===== config.mk =====
export PLATFORM = sky130hd
export DESIGN_NAME = multicycle_control_fsm
export DESIGN_NICKNAME = d
export VERILOG_FILES = /design/src/rtl/multicycle_control_fsm.sv
export SDC_FILE = /design/constraint.sdc
export NUM_CORES = 1
export LEC_CHECK = 0
export ABC_AREA = 0
export BUFFER_PORTS_ARGS = -buffer_cell sky130_fd_sc_hd__buf_2
export CAP_MARGIN = 20
export CORE_MARGIN = 10
export CORE_UTILIZATION = 45
export DETAILED_ROUTE_END_ITERATION = 12
export PLACE_DENSITY = 0.84
export SYNTH_ARGS = -nofsm -noshare
export SYNTH_HDL_FRONTEND = slang
export SYNTH_SLANG_ARGS = --single-unit

===== constraint.sdc =====
create_clock -name clk -period 2 [get_ports clk]
set_clock_uncertainty 0.05 [all_clocks]
set_input_delay 0.1 -clock clk [delete_from_list [all_inputs] [get_ports clk]]
set_output_delay 0.1 -clock clk [all_outputs]
set_load 0.01 [all_outputs]

===== src/rtl/multicycle_control_fsm.sv =====
// Multi-cycle control sequencer for an RV32I subset sharing one ALU and one memory port.
// The state and the sticky flags are registered; the strobes are decoded combinationally so they are valid in the same cycle.
module multicycle_control_fsm #(
    parameter int unsigned TIMEOUT_CYCLES = 255
) (
    input  logic        clk,
    input  logic        rst,
    input  logic [31:0] instr,
    input  logic        EQ,
    input  logic        mem_ready,
    output logic        PCWrite,
    output logic        IRWrite,
    output logic        AdrSrc,
    output logic [1:0]  ALUSrcA,
    output logic [1:0]  ALUSrcB,
    output logic [2:0]  ALUctrl,
    output logic [2:0]  ImmSrc,
    output logic [1:0]  ResultSrc,
    output logic        MemRead,
    output logic        MemWrite,
    output logic        RegWrite,
    output logic        ByteAddr,
    output logic        instr_done,
    output logic        illegal,
    output logic        mem_fault,
    output logic [3:0]  state
);

    localparam int unsigned CNT_W = (TIMEOUT_CYCLES > 1) ? $clog2(TIMEOUT_CYCLES) : 1;
    localparam int unsigned LIMIT = (TIMEOUT_CYCLES == 0) ? 0 : TIMEOUT_CYCLES - 1;
    localparam logic        TO_EN = (TIMEOUT_CYCLES != 0);

    localparam logic [6:0] OP_LOAD  = 7'b0000011;
    localparam logic [6:0] OP_STORE = 7'b0100011;
    localparam logic [6:0] OP_RTYPE = 7'b0110011;
    localparam logic [6:0] OP_ITYPE = 7'b0010011;
    localparam logic [6:0] OP_BR    = 7'b1100011;
    localparam logic [6:0] OP_JAL   = 7'b1101111;
    localparam logic [6:0] OP_JALR  = 7'b1100111;
    localparam logic [6:0] OP_LUI   = 7'b0110111;

    localparam logic [2:0] ALU_ADD = 3'b000;
    localparam logic [2:0] ALU_SUB = 3'b001;
    localparam logic [2:0] ALU_AND = 3'b010;
    localparam logic [2:0] ALU_XOR = 3'b100;

    typedef enum logic [3:0] {
        FETCH    = 4'd0,
        DECODE   = 4'd1,
        MEMADR   = 4'd2,
        MEMREAD  = 4'd3,
        MEMWB    = 4'd4,
        MEMWRITE = 4'd5,
        EXECR    = 4'd6,
        EXECI    = 4'd7,
        ALUWB    = 4'd8,
        BRANCH   = 4'd9,
        JAL      = 4'd10,
        JALR1    = 4'd11,
        JALR2    = 4'd12,
        LUI      = 4'd13,
        TRAP     = 4'd15
    } state_t;

    state_t             state_q, state_d;
    logic [CNT_W-1:0]   cnt_q, cnt_d;
    logic               set_ill, set_flt, wait_st, timeout_hit;
    logic [6:0]         opcode;
    logic [2:0]         funct3;
    logic               unused_instr;

    assign opcode       = instr[6:0];
    assign funct3       = instr[14:12];
    assign unused_instr = ^{instr[31], instr[29:15], instr[11:7]};
    assign state        = state_q;

    // Next state, control word and stall counter
    always_comb begin
        state_d     = state_q;
        PCWrite     = 1'b0;
        IRWrite     = 1'b0;
        AdrSrc      = 1'b0;
        ALUSrcA     = 2'b00;
        ALUSrcB     = 2'b00;
        ALUctrl     = ALU_ADD;
        ResultSrc   = 2'b00;
        MemRead     = 1'b0;
        MemWrite    = 1'b0;
        RegWrite    = 1'b0;
        ByteAddr    = 1'b0;
        instr_done  = 1'b0;
        set_ill     = 1'b0;
        set_flt     = 1'b0;
        wait_st     = 1'b0;
        cnt_d       = '0;
        timeout_hit = TO_EN && (cnt_q == CNT_W'(LIMIT));

        case (opcode)
            OP_LOAD, OP_ITYPE, OP_JALR: ImmSrc = 3'b000;
            OP_STORE:                   ImmSrc = 3'b001;
            OP_BR:                      ImmSrc = 3'b010;
            OP_JAL:                     ImmSrc = 3'b011;
            OP_LUI:                     ImmSrc = 3'b100;
            default:                    ImmSrc = 3'b000;
        endcase

        case (state_q)
            FETCH: begin
                wait_st   = 1'b1;
                MemRead   = 1'b1;
                ALUSrcB   = 2'b10;
                ResultSrc = 2'b10;
                if (mem_ready) begin
                    IRWrite = 1'b1;
                    PCWrite = 1'b1;
                    state_d = DECODE;
                end else if (timeout_hit) begin
                    state_d = TRAP;
                    set_flt = 1'b1;
                end
            end
            DECODE: begin
                ALUSrcA = 2'b01;
                ALUSrcB = 2'b01;
                case (opcode)
                    OP_LOAD, OP_STORE: state_d = MEMADR;
                    OP_RTYPE:          state_d = EXECR;
                    OP_ITYPE:          state_d = EXECI;
                    OP_BR:             state_d = BRANCH;
                    OP_JAL:            state_d = JAL;
                    OP_JALR:           state_d = JALR1;
                    OP_LUI:            state_d = LUI;
                    default: begin
                        state_d = TRAP;
                        set_ill = 1'b1;
                    end
                endcase
            end
            MEMADR: begin
                ALUSrcA = 2'b10;
                ALUSrcB = 2'b01;
                state_d = (opcode == OP_LOAD) ? MEMREAD : MEMWRITE;
            end
            MEMREAD: begin
                wait_st  = 1'b1;
                MemRead  = 1'b1;
                AdrSrc   = 1'b1;
                ByteAddr = 1'b1;
                if (mem_ready) begin
                    state_d = MEMWB;
                end else if (timeout_hit) begin
                    state_d = TRAP;
                    set_flt = 1'b1;
                end
            end
            MEMWB: begin
                ResultSrc  = 2'b01;
                RegWrite   = 1'b1;
                instr_done = 1'b1;
                state_d    = FETCH;
            end
            MEMWRITE: begin
                wait_st  = 1'b1;
                MemWrite = 1'b1;
                AdrSrc   = 1'b1;
                ByteAddr = 1'b1;
                if (mem_ready) begin
                    instr_done = 1'b1;
                    state_d    = FETCH;
                end else if (timeout_hit) begin
                    state_d = TRAP;
                    set_flt = 1'b1;
                end
            end
            EXECR: begin
                ALUSrcA = 2'b10;
                ALUSrcB = 2'b00;
                case (funct3)
                    3'b000:  ALUctrl = instr[30] ? ALU_SUB : ALU_ADD;
                    3'b100:  ALUctrl = ALU_XOR;
                    3'b111:  ALUctrl = ALU_AND;
                    default: ALUctrl = ALU_ADD;
                endcase
                state_d = ALUWB;
            end
            EXECI: begin
                ALUSrcA = 2'b10;
                ALUSrcB = 2'b01;
                state_d = ALUWB;
            end
            ALUWB: begin
                RegWrite   = 1'b1;
                instr_done = 1'b1;
                state_d    = FETCH;
            end
            BRANCH: begin
                ALUSrcA    = 2'b10;
                ALUctrl    = ALU_SUB;
                PCWrite    = ((funct3 == 3'b000) && EQ) || ((funct3 == 3'b001) && !EQ);
                instr_done = 1'b1;
                state_d    = FETCH;
            end
            JAL: begin
                ALUSrcA = 2'b01;
                ALUSrcB = 2'b10;
                PCWrite = 1'b1;
                state_d = ALUWB;
            end
            JALR1: begin
                ALUSrcA = 2'b10;
                ALUSrcB = 2'b01;
                state_d = JALR2;
            end
            JALR2: begin
                ALUSrcA = 2'b01;
                ALUSrcB = 2'b10;
                PCWrite = 1'b1;
                state_d = ALUWB;
            end
            LUI: begin
                ResultSrc  = 2'b11;
                RegWrite   = 1'b1;
                instr_done = 1'b1;
                state_d    = FETCH;
            end
            TRAP: state_d = TRAP;
            default: state_d = FETCH;
        endcase

        // Stall cycles accumulate only while parked in a handshake state
        if (TO_EN && wait_st && !mem_ready && (state_d == state_q))
            cnt_d = cnt_q + CNT_W'(1);

        if (rst) begin
            PCWrite    = 1'b0;
            IRWrite    = 1'b0;
            RegWrite   = 1'b0;
            MemWrite   = 1'b0;
            MemRead    = 1'b0;
            instr_done = 1'b0;
        end
    end

    always_ff @(posedge clk) begin
        if (rst) begin
            state_q   <= FETCH;
            cnt_q     <= '0;
            illegal   <= 1'b0;
            mem_fault <= 1'b0;
        end else begin
            state_q <= state_d;
            cnt_q   <= cnt_d;
            if (set_ill) illegal   <= 1'b1;
            if (set_flt) mem_fault <= 1'b1;
        end
    end

endmodule

== Word level (Yosys, flattened, before mapping) ==
Index checks and enable logic that the tools add are counted.
W data, S select, Z words.

* Multiplexer cells: 34
* Bitwise logic cells: 1
* Eq/ne operators: 27
* Reductions and logical operators: 23
* Add/sub/neg operators: 1

{| class="wikitable"
|+ Operator list
! kind !! number
|-
| $pmux W4 S8 || 1
|-
| $eq A4 B4 Y1 const B || 7
|-
| $pmux W4 S7 || 1
|-
| $eq A7 B6 Y1 const B || 3
|-
| $eq A7 B7 Y1 const B || 3
|-
| $mux W1 || 19
|-
| $eq A4 B3 Y1 const B || 4
|-
| $mux W4 || 4
|-
| $pmux W3 S4 || 1
|-
| $reduce_or A3 Y1 || 4
|-
| $reduce_or A4 Y1 || 3
|-
| $reduce_or A2 Y1 || 5
|-
| $pmux W3 S3 || 1
|-
| $add A8 B1 Y8 const B || 1
|-
| $eq A4 B2 Y1 const B || 2
|-
| $eq A8 B8 Y1 const B || 1
|-
| $pmux W2 S2 || 2
|-
| $reduce_or A8 Y1 || 1
|-
| $eq A7 B2 Y1 const B || 1
|-
| $eq A7 B5 Y1 const B || 1
|-
| $eq A3 B3 Y1 const B || 2
|-
| $pmux W2 S3 || 1
|-
| $pmux W3 S2 || 1
|-
| $reduce_or A5 Y1 || 1
|-
| other kinds (12) || 16
|}

* Flip-flop bits (word level): 14
* Input bits: 36

== Logic depth before layout (Yosys ltp) ==
Gate-level depths: netlist (run 1).

* Depth after elaboration: 8
* Gate-level depth with buffers: 7
* Gate-level depth less buffers: 6

== Worst setup path before layout (run 1) ==
OpenSTA, ideal clock, no wires.

* Path type: reg-to-output
* From: register state_q[3] (netlist: state[3])
* To: output port ByteAddr
* Data required time: 1.850 ns
* Stages on the path, launching flop included: 6
* Path buffers: 4
* Setup slack: 0.371 ns
* Arrival time: 1.479 ns
* Cell sequence: dfxtp_1 -> clkbuf_1 -> buf_2 -> buf_1 -> nor3b_1 -> buf_4

* Longest elaborated chain between the ends: 3

{| class="wikitable"
|+ Ends and longest elaborated chain
! item !! line !! RTL
|-
| start: declaration || 65 || <nowiki>state_t state_q, state_d;</nowiki>
|-
| start signal: assignment || 251 || <nowiki>state_q <= state_d;</nowiki>
|-
| $eq A4 B3 Y1 or $eq A4 B2 Y1 (tied branches) || -- ||
|-
| $reduce_or A2 Y1 (no source line) * || -- ||
|-
| $mux W1 * || -- ||
|-
| end: declaration || 22 || <nowiki>output logic ByteAddr,</nowiki>
|}

Every way passes the cells marked *; elsewhere a longest branch is shown, timed or not.

== Worst setup path after layout (run 1) ==
* From: register state_q[0] (netlist: state[0])
* To: register cnt_q[2]

* Longest elaborated chain between the ends: 7

{| class="wikitable"
|+ Ends and longest elaborated chain
! item !! line !! RTL
|-
| $eq A4 B3 Y1, or another cell as far along || 107 || <nowiki>case (state_q)</nowiki>
|-
| $reduce_or A4 Y1 (no source line), or another cell as far along || -- ||
|-
| $pmux W4 S8 or $mux W1 (tied branches) || 107 ||
|-
| $eq A4 B4 Y1 or $logic_and A1 B1 Y1 (tied branches) || 231 || <nowiki>if (TO_EN && wait_st && !mem_ready && (state_d == state_q))</nowiki>
|-
| $logic_and A1 B1 Y1 * || 231 ||
|-
| $not A1 Y1 (no source line) * || -- ||
|-
| $reduce_or A2 Y1 (no source line) * || -- ||
|-
| end signal: assignment || 252 || <nowiki>cnt_q <= cnt_d;</nowiki>
|-
| end: declaration || 66 || <nowiki>logic [CNT_W-1:0] cnt_q, cnt_d;</nowiki>
|}

Marked as above.
A chain may end at the register's enable or synchronous reset.

==> flow_summary_export.csv, run 1 <==
group,metric,value,unit
worst_setup_path,worstPathRequired,2.16,ns
synthesis,ys_seq_elements,14,
drt,detail_route.wl_per_cell,13.1,um
cts,numCtsBuffers,3,
synthesis,synth_async_sr_flop_share,0,%
synthesis,yosysUniqueCellTypes,46,
synthesis,yosysSeqAreaShare,24.1,%
drt,routed_wirelength,3.04,mm
sta,fin_crit,1.81,ns
synthesis,synth_ff_type,"dfxtp_1",
sta,slew_violations,0,
global_routing,track_usage,11.7,%
die,die_area,0.00502,mm^2
cells_and_area,drive_above_1_share,27.7,%
worst_setup_path,path_max_fanout,9,
cts,cts_resized,0,
sta,finalCritPeriodShare,90.7,%
sta,clock.fmax,551,MHz
die,core_area,0.00248,mm^2
drt,dr.pass1.iters,4,
pwr,power_leakage,0.588,nW
global_routing,antenna_found_initial,0,
pwr,total_power,0.00176,W
cells_and_area,insertedDiodeCount,0,
die,dieWidth,70.8,um
drt,drt_iter0_drc,100,
worst_setup_path,end_kind,"flip-flop",
cts,cts-hold-fix-buffers,0,
pwr,p_per_area,1250,mW/mm^2
die,io_pins,62,
cells_and_area,final_cell_mix,"buf_2 (40), a21oi_1 (17), nor2_1 (17), nand2_1 (16), dfxtp_1 (12)",
placed_design,dp_hpwl,2.41,mm
job,max_cap_viol_count,0,
worst_setup_path,cp-start-kind,"flip-flop",
drt,viasPerCell,5.63,
synthesis,synthCells,167,
drt,dr_total_vias,1307,
cells_and_area,areaGrowthSynthToFinish,21.5,%
status,status,"finished, final reports clean",
global_routing,grt_pass1_vias,1200,
sta,rsz0062_at_grt,"false",
cts,cts_tree,"done",
synthesis,synth_edf_count,0,
sta,setup_viol,0,
cts,numClockSinks,14,
synthesis,syn_nets,205,
placed_design,gp_routability_congestion,0.819,
sta,slew_headroom,70.6,%
synthesis,synth_area,0.00116,mm^2
cts,postCtsSetupBuffers,0,
sta,timing.setup.tns,0,ns
cts,path_clk_slew,0.08,ns
placed_design,io_buffers,40,
cts,cts_root_buf,"clkbuf_4",
sta,hold_viol_final,0,
global_routing,grt-ovfl-total,0,
drt,final_antenna_net_count,0,
placed_design,pre_cts_ws,0.189,ns
synthesis,ys_warn_count,0,
min_path,hp-class,"input pin to flip-flop",
sta,tightest_slew,0.430,ns
sta,fin_ws,0.186,ns
worst_setup_path,worstSetupPathType,"flip-flop to flip-flop",
global_routing,grt_pass1_wl,5.21,mm
cts,cts_max_level,1,
synthesis,synth_area_per_cell,6.96,um^2
die,die_h,70.8,um
sta,holdWs,0.107,ns
drt,drc,0,
pwr,ir_drop,712,uV
cells_and_area,final_nets,241,
die,num_rows,18,
cts,clk_latency,0.28,ns
cts,clk_path_buf_depth,2,
global_routing,grt_max_degree,18,
die,start_util,46.9,%
cells_and_area,final_common_cell,"buf_2",
worst_setup_path,arrival,1.98,ns
[report_power, final]
group          switching [W]  internal (W)  total [W]
Combinational       0.000646      0.000478    0.00112
Clock              0.0000866      0.000111   0.000197
Sequential          0.000104      0.000338   0.000442
Total               0.000837      0.000927    0.00176
[per-stage QoR]
step	utilization, %	area (um^2)	std cells
3_5_place_dp	55.2	1370	228
6_report	57.0	1410	232
2_1_floorplan	-	1160	167
4_1_cts	56.7	1400	232
3_3_place_gp	55.2	1370	228
5_1_grt	57.0	1410	232
[synthesized netlist by cell type, types with 5 or more instances]
cell | count | share of area, %
nor2_1 | 17 | 5.5
a21oi_1 | 17 | 7.3
nand2_1 | 16 | 5.2
xor2_1 | 6 | 4.5
dfxtp_1 | 14 | 24
nand3_1 | 7 | 3.0
inv_1 | 6 | 1.9
o21ai_0 | 11 | 4.7
nand2b_1 | 5 | 2.7
nor3_1 | 10 | 4.3
[path summary, 6_finish.rpt]
check,startpoint,end,slack [ns],cells past startpoint
setup / recovery,state[0],cnt_q[2],0.19,5
hold / removal,instr[3],state[1],0.11,3
setup reg to reg,state[0],cnt_q[2],0.19,5
hold reg to reg,mem_fault,mem_fault,0.40,2
[metal layers]
metal  track usage (%)  part of all wire [%]  vias up  wire length [um]
met5                 0                     0        -                 0
li1                  -                     -      667                 -
met4              4.52                   1.3        0                39
met1              14.6                    44      595              1330
met3              3.07                   8.7        5               264
met2              18.7                    46       40              1410
[area by class of cell]
| cell class | instances | area [um^2] |
|---|---|---|
| Inverter | 7 | 26.3 |
| Tap cell | 30 | 37.5 |
| Clock buffer | 4 | 36.3 |
| Sequential cell | 14 | 283 |
| Timing Repair Buffer | 44 | 230 |
| Multi-Input combinational cell | 133 | 800 |
| Fill cell | 256 | 1060 |
[state kept, by name, indices dropped and copies added (netlist names)]
name	flops
cnt_q	8
state	4
mem_fault	1
illegal	1
[worst max-delay path, cell delays in order, from the launching register on]
cell	delay [ns]
dfxtp_1	0.49
nand2b_2	0.23
and2_1	0.18
a31oi_1	0.15
or3_1	0.50
nor2_1	0.14
[cell families after synthesis]
family | count (synthesis) | synth area share (%)
mux | 1 | 0.861
compound gates | 45 | 24.0
fa+ha+maj | 2 | 2.15
xor+xnor | 10 | 7.53
buf+inv | 20 | 7.64
flops | 14 | 24.1
simple gates | 75 | 33.7
Note: power is estimated with default switching activity, not from simulation.
==> inputs of run 2 (changes only) <==
--- a/config.mk
+++ b/config.mk
@@ -9,9 +9,9 @@
 export BUFFER_PORTS_ARGS = -buffer_cell sky130_fd_sc_hd__buf_2
 export CAP_MARGIN = 20
 export CORE_MARGIN = 10
-export CORE_UTILIZATION = 45
+export CORE_UTILIZATION = 40
 export DETAILED_ROUTE_END_ITERATION = 12
-export PLACE_DENSITY = 0.84
+export PLACE_DENSITY = 0.77
 export SYNTH_ARGS = -nofsm -noshare
 export SYNTH_HDL_FRONTEND = slang
 export SYNTH_SLANG_ARGS = --single-unit
==> run 2 against run 1 <==
Via count up 0.15%. Setup slack better by 0.024 ns. First-iteration DRC count down 22%. Combinational power up 6%. Utilization down 5.3 points. Clock power about the same. Register-to-register slack better by 0.10 ns. Sequential cell count unchanged. Critical path depth down 1. Critical endpoint is now IRWrite. Highest routed layer unchanged.
==> flow_summary_export.csv, run 2 (same netlist as run 1, synthesis figures left out) <==
group,metric,value,unit
worst_setup_path,path_max_fanout,18,
sta,clock.fmax,558,MHz
job,max_cap_viol_count,0,
die,num_rows,19,
cts,numCtsBuffers,3,
worst_setup_path,cp-start-kind,"flip-flop",
sta,finalCritPeriodShare,89.5,%
die,die_h,73.9,um
worst_setup_path,path_delay_family,"simple AND/OR/NAND/NOR gates",
cells_and_area,areaGrowthSynthToFinish,22.7,%
sta,timing.setup.tns,0,ns
cts,clk_latency,0.27,ns
global_routing,antenna_found_initial,0,
worst_setup_path,r2r-start,"state[2]",
drt,detail_route.wl_per_cell,12.9,um
drt,viasPerCell,5.57,
die,start_util,42.2,%
sta,rsz0062_at_grt,"false",
cells_and_area,fillers,291,
drt,drc,0,
cells_and_area,utilization,51.7,%
worst_setup_path,cp-startpoint,"state[2]",
global_routing,grt-ovfl-total,0,
status,status,"finished, final reports clean",
drt,routed_wirelength,3.04,mm
worst_setup_path,arrival,1.64,ns
cts,postCtsSetupBuffers,0,
cells_and_area,top_register,"cnt_q",
worst_setup_path,path_cells,"buf_4 > or3_1 > nor4b_2 > buf_2",
global_routing,grt_pass1_vias,1122,
cells_and_area,insertedDiodeCount,0,
sta,holdWs,0.116,ns
sta,fin_crit,1.79,ns
die,die_area,0.00546,mm^2
sta,slew_headroom,71.8,%
die,dieWidth,73.9,um
global_routing,grt_pass1_wl,4.97,mm
cts,cts_root_buf,"clkbuf_4",
global_routing,grt_max_degree,19,
cts,clk_path_buf_depth,2,
drt,dr_total_vias,1309,
sta,fin_ws,0.209,ns
global_routing,track_usage,10.8,%
pwr,ir_drop,745,uV
pwr,p_per_area,1250,mW/mm^2
cells_and_area,largest_register_ffs,8,
sta,hold_viol_final,0,
placed_design,dp_hpwl,2.38,mm
min_path,hp-start,"instr[3]",
cts,cts_tree,"done",
pwr,power_leakage,0.597,nW
drt,final_antenna_net_count,0,
placed_design,gp_routability_congestion,0.826,
worst_setup_path,worstSetupPathType,"flip-flop to output pin",
worst_setup_path,critPathSlowestCell,"or3_1",
worst_setup_path,worstPathRequired,1.85,ns
cts,path_clk_slew,0.08,ns
die,io_pins,62,
cts,cts-hold-fix-buffers,0,
cts,cts_max_level,1,
worst_setup_path,cp.buffers_inverters,2,
sta,setup_viol,0,
drt,drt_iter0_drc,78,
worst_setup_path,max_stage_delay,0.42,ns
placed_design,pre_cts_ws,0.315,ns
drt,dr.pass1.iters,4,
cells_and_area,final_common_cell,"buf_2",
placed_design,io_buffers,40,
min_path,hp-class,"input pin to flip-flop",
worst_setup_path,end_kind,"output pin",
sta,tightest_slew,0.413,ns
pwr,total_power,0.00179,W
cts,numClockSinks,14,
die,core_area,0.00276,mm^2
sta,slew_violations,0,
cells_and_area,drive_above_1_share,27.5,%
cells_and_area,final_cell_mix,"buf_2 (40), a21oi_1 (17), nor2_1 (17), nand2_1 (16), dfxtp_1 (14)",
cells_and_area,final_nets,243,
==> run 2: cell types whose count changed in the layout (fill, tap and decap cells not counted) <==
cell | before | now
dfxtp_1 | 12 | 14
dfxtp_2 | 2 | 0
buf_4 | 4 | 6
==> run 2: worst paths after layout <==
check	to	slack (ns)	depth (start not counted)
setup / recovery	IRWrite	0.21	4
hold / removal	state[1]	0.12	3
setup reg to reg	cnt_q[5]	0.29	5
hold reg to reg	mem_fault	0.39	2
==> run 2: repair_timing <==
action | CTS | global route
endpoints found under the setup margin | 0 | 1
endpoints found under the hold margin | 0 | 0
gates resized for setup | 0 | 1
==> run 2: per-layer routing <==
| metal | track usage [%] | vias to the layer above | part of all wire (%) |
|---|---|---|---|
| li1 | - | 682 | - |
| met1 | 13.6 | 575 | 45 |
| met2 | 16.8 | 50 | 43 |
| met3 | 3.77 | 2 | 11 |
| met4 | 3.11 | 0 | 0.82 |
| met5 | 0 | - | 0 |
==> run 2: cell type report <==
| cell class | count | area [um^2] | area share [%] |
|---|---|---|---|
| multi-input combinational | 133 | 800 | 56.1 |
| sequential | 14 | 280 | 19.6 |
| timing repair buffer | 46 | 245 | 17.2 |
| tap | 31 | 38.8 | 2.72 |
| clock buffer | 4 | 36.3 | 2.54 |
| inverter | 7 | 26.3 | 1.84 |
==> run 2: per-stage QoR <==
stage / cell area (um^2) / cells
2_1_floorplan: 1160 / 167
3_3_place_gp: 1380 / 231
3_5_place_dp: 1380 / 231
4_1_cts: 1420 / 235
5_1_grt: 1430 / 235
6_report: 1430 / 235
==> run 2: tightest hold or removal path, delay by kind of cell <==
| family | cells | cell delay [ns] |
|---|---|---|
| buffers and inverters | 1 | 0.15 |
| AND/OR/NAND/NOR | 1 | 0.06 |
| AO/OA/AOI/OAI | 1 | 0.10 |
==> run 2: report_power, final <==
part,internal (W),switching [W]
Clock,0.000111,0.0000883
Combinational,0.000505,0.000686
Sequential,0.000334,0.0000647
==> inputs of run 3 (changes only) <==
==> constraint.sdc (replaced) <==
create_clock -name clk -period 1.8 [get_ports clk]
set_clock_uncertainty 0.05 [all_clocks]
set_input_delay 0.09 -clock clk [delete_from_list [all_inputs] [get_ports clk]]
set_output_delay 0.09 -clock clk [all_outputs]
set_load 0.01 [all_outputs]
==> run 3 against run 2 <==
Critical path type unchanged. Clock-buffer cell count is the same. First-iteration DRC count grew 23%. Sequential cell count is the same. Clock power grew 9.5%. Critical path depth is the same. Combinational power grew 13%. Global-route usage grew 0.31 points.
==> flow_summary_export.csv, run 3 (same netlist as run 1, synthesis figures left out) <==
group,metric,value,unit
status,status,"finished, final reports clean",
cells_and_area,insertedDiodeCount,0,
worst_setup_path,cp-start-kind,"flip-flop",
placed_design,io_buffers,40,
die,core_area,0.00276,mm^2
drt,routed_wirelength,3.05,mm
sta,slew_headroom,71.6,%
placed_design,gp_routability_congestion,0.892,
global_routing,grt_max_degree,16,
cts,clk_latency,0.28,ns
die,die_area,0.00546,mm^2
sta,timing.setup.tns,0,ns
drt,drc,0,
worst_setup_path,end_kind,"output pin",
drt,final_antenna_net_count,0,
cells_and_area,final_nets,245,
global_routing,grt-ovfl-total,0,
cells_and_area,design_area,0.00146,mm^2
worst_setup_path,arrival,1.59,ns
cells_and_area,largest_register_ffs,8,
sta,fin_crit,1.73,ns
placed_design,dpl_cell_area,0.00140,mm^2
pwr,power_leakage,0.611,nW
sta,holdWs,0.109,ns
cts,cts-hold-fix-buffers,0,
cts,cts_tree,"done",
cts,cts_max_level,1,
global_routing,track_usage,11.1,%
job,max_cap_viol_count,0,
worst_setup_path,path_delay_family,"simple AND/OR/NAND/NOR gates",
die,io_pins,62,
worst_setup_path,max_stage_delay,0.42,ns
worst_setup_path,r2r_cells,7,
cells_and_area,final_common_cell,"buf_2",
sta,setup_viol,0,
drt,detail_route.wl_per_cell,12.9,um
sta,tightest_slew,0.415,ns
worst_setup_path,cp.depth,4,
cells_and_area,utilization,53.0,%
drt,drt_iter0_drc,96,
die,start_util,42.2,%
global_routing,grt_pass1_vias,1194,
worst_setup_path,path_max_fanout,14,
cts,cts_root_buf,"clkbuf_4",
sta,hold_viol_final,0,
drt,dr_total_vias,1317,
drt,viasPerCell,5.56,
placed_design,place_inst,233,
placed_design,dp_hpwl,2.43,mm
min_path,hp-class,"input pin to flip-flop",
sta,slew_violations,0,
sta,finalCritPeriodShare,96.4,%
sta,rsz0062_at_grt,"true",
pwr,p_per_area,1400,mW/mm^2
die,die_h,73.9,um
min_path,hold_depth,3,
pwr,ir_drop,767,uV
die,dieWidth,73.9,um
global_routing,antenna_found_initial,0,
cts,clk_path_buf_depth,2,
die,num_rows,19,
cells_and_area,drive_above_1_share,30.1,%
cts,path_clk_slew,0.08,ns
cells_and_area,top_register,"cnt_q",
worst_setup_path,worstSetupPathType,"flip-flop to output pin",
worst_setup_path,critPathSlowestCell,"or3_1",
drt,dr.pass1.iters,4,
cells_and_area,fin_cells,237,
worst_setup_path,path_cells,"buf_4 > or3_1 > nor4b_2 > buf_2",
cells_and_area,final_cell_mix,"buf_2 (40), a21oi_1 (17), nor2_1 (17), nand2_1 (16), dfxtp_1 (13)",
sta,clock.fmax,576,MHz
worst_setup_path,cp.buffers_inverters,2,
cells_and_area,areaGrowthSynthToFinish,25.7,%
cts,numCtsBuffers,3,
cts,numClockSinks,14,
global_routing,grt_pass1_wl,5.15,mm
worst_setup_path,worstPathRequired,1.66,ns
-- run 3: cell count changes in the layout (fill, tap and decap cells not counted), sizes merged --
cell,previous run,this run
buf,46,48
-- run 3: tightest hold or removal path: stages --
cell	delay [ns]
buf_2	0.16
o31ai_1	0.10
nand2_1	0.05
-- run 3: path summary, 6_finish.rpt --
kind,slack (ns),to,startpoint
worst max-delay path,0.07,IRWrite,state[2]
worst min-delay path,0.11,state[1],instr[3]
worst max register to register,0.24,state[1],state[2]
worst min register to register,0.40,mem_fault,mem_fault
-- run 3: routing by layer --
metal	GRT usage [%]	vias up	routed length, um
met4	1.86	0	23
met3	4.31	2	277
li1	-	676	-
met1	13.9	603	1370
met2	17.6	36	1380
met5	0	-	0
-- run 3: what timing repair did --
action	CTS	global route
buffers inserted	0	0
gates resized for setup	0	6
endpoints found under the setup margin	0	16
-- run 3: report_power, final --
group          internal (W)  switching (W)  total (W)
sequential         0.000374      0.0000923   0.000466
clock              0.000123      0.0000950   0.000218
combinational      0.000601       0.000754    0.00135
total               0.00110       0.000941    0.00204
-- run 3: per-stage QoR --
step / power (W) / worst slack (ns)
after floorplan: 0.00135 / 0.181
after global placement: 0.00179 / 0.212
after detailed placement: 0.00180 / 0.180
after CTS: 0.00202 / 0.00309
after global routing: 0.00225 / -0.0556
final: 0.00204 / 0.0653
-- run 3: area by class of cell --
type,instances,area (um^2)
timing repair buffer,48,264
multi-input combinational,133,815
tap,31,38.8
sequential,14,282
inverter,7,26.3
clock buffer,4,36.3
fill,305,1300
